[src/rtl/uart_pkg.sv]
// Shared definitions for the UART TX/RX blocks: FSM state encoding and parity mode constants.
package uart_pkg;

   typedef enum logic [2:0] {
      ST_IDLE,
      ST_START,
      ST_DATA,
      ST_PARITY,
      ST_STOP
   } tx_state_e;

   localparam int PAR_NONE = 0;
   localparam int PAR_EVEN = 1;
   localparam int PAR_ODD  = 2;

endpackage

[src/rtl/uart_baud_gen.sv]
// Baud divider: one-cycle o_tick every DIV clocks, restartable with i_clr. Shared by TX and RX.
module uart_baud_gen #(
   parameter int DIV = 25
) (
   input  logic clk,
   input  logic rst_n,
   input  logic i_clr,
   output logic o_tick
);

   localparam int CW = (DIV > 1) ? $clog2(DIV) : 1;

   logic [CW-1:0] cnt_q;

   assign o_tick = (cnt_q == CW'(DIV - 1));

   // NOTE: state is updated with non-blocking assignments so every register samples pre-edge values.
   always_ff @(posedge clk or negedge rst_n) begin
      if (!rst_n) begin
         cnt_q <= '0;
      end else if (i_clr || o_tick) begin
         cnt_q <= '0;
      end else begin
         cnt_q <= cnt_q + CW'(1);
      end
   end

endmodule

[src/rtl/uart_tx_frame.sv]
// Parametrised UART transmitter, one word per valid/ready handshake, zero-gap back-to-back frames.
// Parity bit and PARITY state exist only when UART_TX_PARITY_EN is defined.
module uart_tx_frame
   import uart_pkg::*;
#(
   parameter int FREQ      = 50_000_000,
   parameter int RATE      = 2_000_000,
   parameter int DATA_BITS = 8,
   parameter int STOP_BITS = 1,
   parameter int PARITY    = 0
) (
   input  logic                 clk,
   input  logic                 rst_n,
   input  logic [DATA_BITS-1:0] i_data,
   input  logic                 i_vld,
   output logic                 o_rdy,
   output logic                 o_tx,
   output logic                 o_busy
);

   localparam int DIV = FREQ / RATE;

`ifdef UART_TX_PARITY_EN
   localparam bit PAR_ACT = (PARITY != PAR_NONE);
   localparam bit PAR_INV = (PARITY == PAR_ODD);
`endif

   if (DIV < 2) begin : g_div_chk
      $error("uart_tx_frame: FREQ/RATE must be at least 2");
   end
   if (DATA_BITS < 5 || DATA_BITS > 9) begin : g_bits_chk
      $error("uart_tx_frame: DATA_BITS must be in 5..9");
   end
   if (STOP_BITS != 1 && STOP_BITS != 2) begin : g_stop_chk
      $error("uart_tx_frame: STOP_BITS must be 1 or 2");
   end
   if (PARITY != PAR_NONE && PARITY != PAR_EVEN && PARITY != PAR_ODD) begin : g_par_chk
      $error("uart_tx_frame: PARITY must be 0, 1 or 2");
   end

   tx_state_e            state_q;
   logic [DATA_BITS-1:0] shift_q;
   logic [3:0]           bitcnt_q;
   logic                 stopcnt_q;
   logic                 tx_q;
   logic                 par_q;
   logic                 tick;
   logic                 last_stop;
   logic                 rdy;
   logic                 hs;

   // Accepting in the final stop-bit cycle is what lets frames run with no idle gap.
   assign last_stop = (state_q == ST_STOP) && tick && (stopcnt_q == 1'(STOP_BITS - 1));
   assign rdy       = (state_q == ST_IDLE) || last_stop;
   assign hs        = i_vld && rdy;

   uart_baud_gen #(.DIV(DIV)) u_baud (
      .clk    (clk),
      .rst_n  (rst_n),
      .i_clr  (hs || (state_q == ST_IDLE)),
      .o_tick (tick)
   );

   // NOTE: rst_n is asynchronous, so the line returns high the moment reset asserts, mid-frame or not.
   always_ff @(posedge clk or negedge rst_n) begin
      if (!rst_n) begin
         state_q   <= ST_IDLE;
         shift_q   <= '0;
         bitcnt_q  <= '0;
         stopcnt_q <= 1'b0;
         tx_q      <= 1'b1;
         par_q     <= 1'b0;
      end else if (hs) begin
         state_q   <= ST_START;
         shift_q   <= i_data;
         bitcnt_q  <= '0;
         stopcnt_q <= 1'b0;
         tx_q      <= 1'b0;
         par_q     <= 1'b0;
      end else if (tick) begin
         case (state_q)
            ST_START: begin
               state_q <= ST_DATA;
               tx_q    <= shift_q[0];
               par_q   <= par_q ^ shift_q[0];
               shift_q <= shift_q >> 1;
            end
            ST_DATA: begin
               if (bitcnt_q == 4'(DATA_BITS - 1)) begin
`ifdef UART_TX_PARITY_EN
                  if (PAR_ACT) begin
                     state_q <= ST_PARITY;
                     tx_q    <= par_q ^ PAR_INV;
                  end else begin
                     state_q <= ST_STOP;
                     tx_q    <= 1'b1;
                  end
`else
                  state_q <= ST_STOP;
                  tx_q    <= 1'b1;
`endif
               end else begin
                  bitcnt_q <= bitcnt_q + 4'd1;
                  tx_q     <= shift_q[0];
                  par_q    <= par_q ^ shift_q[0];
                  shift_q  <= shift_q >> 1;
               end
            end
`ifdef UART_TX_PARITY_EN
            ST_PARITY: begin
               state_q <= ST_STOP;
               tx_q    <= 1'b1;
            end
`endif
            ST_STOP: begin
               if (stopcnt_q == 1'(STOP_BITS - 1)) begin
                  state_q <= ST_IDLE;
               end else begin
                  stopcnt_q <= 1'b1;
               end
               tx_q <= 1'b1;
            end
            default: begin
               state_q <= ST_IDLE;
               tx_q    <= 1'b1;
            end
         endcase
      end
   end

   assign o_rdy  = rdy;
   assign o_tx   = tx_q;
   assign o_busy = (state_q != ST_IDLE);

endmodule

[config.mk]
export PLATFORM = sky130hd
export DESIGN_NAME = uart_tx_frame
export DESIGN_NICKNAME = d
export VERILOG_FILES = /design/src/rtl/uart_pkg.sv /design/src/rtl/uart_baud_gen.sv /design/src/rtl/uart_tx_frame.sv
export SDC_FILE = /design/constraint.sdc
export NUM_CORES = 1
export LEC_CHECK = 0
export CAP_MARGIN = 5
export CORE_MARGIN = 2
export CORE_UTILIZATION = 50
export CTS_CLUSTER_DIAMETER = 30
export CTS_CLUSTER_SIZE = 14
export DETAILED_ROUTE_END_ITERATION = 7
export GPL_TIMING_DRIVEN = 0
export HOLD_SLACK_MARGIN = 0.02
export PLACE_DENSITY = 0.8
export SYNTH_ARGS = -nofsm -noshare
export SYNTH_HDL_FRONTEND = slang
export SYNTH_SLANG_ARGS = --single-unit
[constraint.sdc]
create_clock -name clk -period 6.1 [get_ports clk]
set_input_delay 1.22 -clock clk [delete_from_list [all_inputs] [get_ports clk]]
set_output_delay 1.22 -clock clk [all_outputs]
set_load 0.01 [all_outputs]
==> results.md <==
- Routability Congestion: 0.7494
- CP Launch Type: flip-flop
- Yosys cell types: 32
- TritonRoute pass-1 iters: 4
- Starting DRT DRC Count: 12
- Post-layout net count: 126
- Hold EP: u_baud.cnt_q[0]$_DFF_PN0_
- Die width: 51.17 microns
- Status: complete, no violations
- Largest stage delay on the critical path: 570 ps
- Core Rows: 17
- Unrepaired setup endpoints after global routing: false
- Main synth FF type: dfrtp_1
- Final Hold Vio Count: 0
- Final period utilization: 53.57%
- Root Buffer: clkbuf_4
- Skew final: 2.501 ps
- Cell taking the most area after synthesis: dfrtp_1
- Mapped Area: 1112 sq um
- Required @ worst endpoint: 4880 ps
- Syn. warnings: 0
- Die area: 2618 sq um
- Mapped Nets: 108
- Sink Count: 21
- Port-buffer cells: 13
- Seq cells post-synth: 21
- CP arrival: 2050 ps
- Pwr Density: 362.7 nW/um^2
- GR Overflow Total: 0
- Initial Util: 51.78%
- Core area: 2148 sq um
- Setup TNS: 0 ps
- Drt via density: 5.331
- Postcts setup bufs: 0
- Wire per inst: 13.11 microns
- Max Cap Viol: 0
- Async S/R FF share, synth: 100.0%
- Tot GR Track Use: 17.12%
- Place WS: 2785 ps
- Layout fillers: 188
- H-tree depth: 1
- Area of the multi-input gates: 539.3 sq um
- Final WS setup: 2832 ps
- Max Root-Sink Buffers: 2
- Worst r2r src: u_baud.cnt_q[0]$_DFF_PN0_
- Final Setup Violations: 0
- Antenna fix cells: 0
- Period minus WS final: 3268 ps
- Synth top area cells: dfrtp_1 45%, mux2_2 14%, xor2_1 3.9%, ha_1 3.4%, nor2_1 2.7%
- Post-DP HPWL: 1358 microns
- Routed vias: 741
- Worst Hold Depth: 1
- Hold_buf cts: 0
- Layout cell share with drive strength beyond 1: 25.23%
- Slew @ Worst Pin: 928.6 ps
- Die Y: 51.17 microns
- I/O pin count: 14
- Synth-to-layout area growth: 17.21%
- # DRC: 0
- Post-synth EDFFs: 0
- Final Max Tran Viols: 0
- Layout Cells excl Fill: 139
- Min-Delay Path Class: flip-flop to flip-flop
- HP Start: u_baud.cnt_q[0]$_DFF_PN0_
- Num CTS Buffers: 3
- Relative slew slack: 37.90%
- Max Freq: 0.3060 GHz
- CP Max Fanout: 7
- Global-route wire length before repair: 3277 microns
- Register Area: 526.8 sq um
- Worst r2r dst: shift_q[6]$_DFFE_PN0P_
- Sequential area share after synthesis: 47.36%
- Worst-Skew Late Latency: 300 ps
- Vias in the first global route: 759
- CP Class: flip-flop to output port
- Lkg Pwr: 0.5883 nW
- CP cell instances: inv_1 > ha_1 > nand4b_2 > a211oi_1 > clkdlybuf4s50_1
- Largest net degree at the start of global routing: 22
- Initial antenna violation count: 0
- Post-cts sizing count: 0
- R2r worst-path depth: 7
- Syn Area/Cell: 11.83 sq um
- Syn Inst Count: 94
- Critical path endpoint category: output port
- Post-route ant nets: 0
- Yosys top cell area share: 44.99%
- Final Util: 60.69%
- Worst reg-to-reg setup slack: 3890 ps
- Post-Route WL: 1822 microns
- CP max-delay cell: clkdlybuf4s50_1
- Clk slew on worst S/H paths: 110 ps
- # placed instances: 135
- Worst VDD drop: 0.2340 mV
- CTS tree: yes
critical path, delay by kind of cell, from the launching register on:
kind / cells / cell delay (ps)
AOI/OAI and AO/OA: 1 / 290
and+or+nand+nor: 1 / 210
DFF: 1 / 430
buffers and inverters: 2 / 640
adders and majority gates: 1 / 180
worst max path at each step:
stage	cells after the start	slack [ps]	start	endpoint
2_1_floorplan	5	3550	i_vld	shift_q[5]$_DFFE_PN0P_
3_3_place_gp	6	2850	i_vld	shift_q[6]$_DFFE_PN0P_
3_5_place_dp	6	2780	i_vld	shift_q[6]$_DFFE_PN0P_
4_1_cts	5	2800	u_baud.cnt_q[0]$_DFF_PN0_	o_rdy
5_1_grt	5	2670	u_baud.cnt_q[0]$_DFF_PN0_	o_rdy
6_report	5	2830	u_baud.cnt_q[0]$_DFF_PN0_	o_rdy
sequential cells by signal (all words and copies together) (netlist names):
signal	count
shift_q	8
o_tx	1
state_q	3
bitcnt_q	4
u_baud.cnt_q	5
layer usage:
| layer | up-vias | share of wire [%] | GRT usage (%) |
|---|---|---|---|
| li1 | 360 | - | - |
| met1 | 372 | 46 | 21.63 |
| met2 | 7 | 51 | 28.57 |
| met3 | 2 | 1.8 | 2.632 |
| met4 | 0 | 1.3 | 8.108 |
| met5 | - | 0 | 0 |
placed cells by master (no fill, tap or decap), drive strengths merged:
| cell type | synthesis | routed |
|---|---|---|
| mux2 | 14 | 14 |
| nand2b | 1 | 1 |
| clkdlybuf4s50 | 0 | 13 |
| a21o | 1 | 1 |
| nor3 | 1 | 1 |
| o311ai | 1 | 1 |
| nand2 | 7 | 7 |
| buf | 4 | 4 |
| xor2 | 5 | 5 |
| and4b | 1 | 1 |
| nor2 | 8 | 8 |
| nor3b | 2 | 2 |
| nand4b | 1 | 1 |
| inv | 3 | 3 |
| dfstp | 1 | 1 |
| clkbuf | 1 | 5 |
| nand3 | 3 | 3 |
| xnor2 | 1 | 1 |
| o21ai | 3 | 3 |
| ha | 3 | 3 |
| o21a | 1 | 1 |
| mux2i | 2 | 2 |
| nand4 | 2 | 2 |
| a21boi | 1 | 1 |
| dfrtp | 20 | 20 |
| or3 | 1 | 1 |
| a21oi | 1 | 1 |
| and3 | 2 | 2 |
| a211oi | 1 | 1 |
| nand3b | 2 | 2 |
stage by stage:
step / area [sq um] / total power (W) / hold WS, ps
finish: 1304 / 0.0004729 / 504.3
global route: 1304 / 0.0005091 / 536.4
CTS: 1304 / 0.0004793 / 502.7
detailed placement: 1277 / 0.0004122 / 484.9
global placement: 1277 / 0.0003987 / 471.2
floorplan: 1112 / 0.0003600 / 453.1
layout make-up:
class	count	area share, %
Clock buffer	4	2.015
Buffer	5	2.687
Tap cell	28	2.687
Multi-Input combinational cell	65	41.36
Inverter	3	0.8637
Timing Repair Buffer	13	9.981
Sequential cell	21	40.40
cell usage after synthesis (2+ instances only):
cell type and count:
nand3b_1 2, ha_1 3, inv_1 3, nor2_1 8, buf_4 2, nand4_1 2
nand3_1 3, xor2_1 5, and3_1 2, o21ai_0 3, nand2_1 7, nor3b_2 2
mux2_2 14, dfrtp_1 20
kinds of logic after synthesis:
family                   count (synthesis)  share of synthesized area [%]
buffers and inverters                    8                          4.161
adder cells (fa/ha/maj)                  3                          3.375
AND/OR/NAND/NOR                         31                          16.08
multiplexers                            16                          17.10
flip-flops                              21                          47.36
AO/OA/AOI/OAI                            9                          7.199
XOR/XNOR                                 6                          4.724
where the power goes:
part / total [W] / switching, W / internal, W
combinational: 0.000174 / 0.0000739 / 0.000100
sequential: 0.000233 / 0.0000372 / 0.000195
clock: 0.0000662 / 0.0000407 / 0.0000255
total: 0.000473 / 0.000152 / 0.000321
No activity file was read; power rests on OpenSTA's default activity.
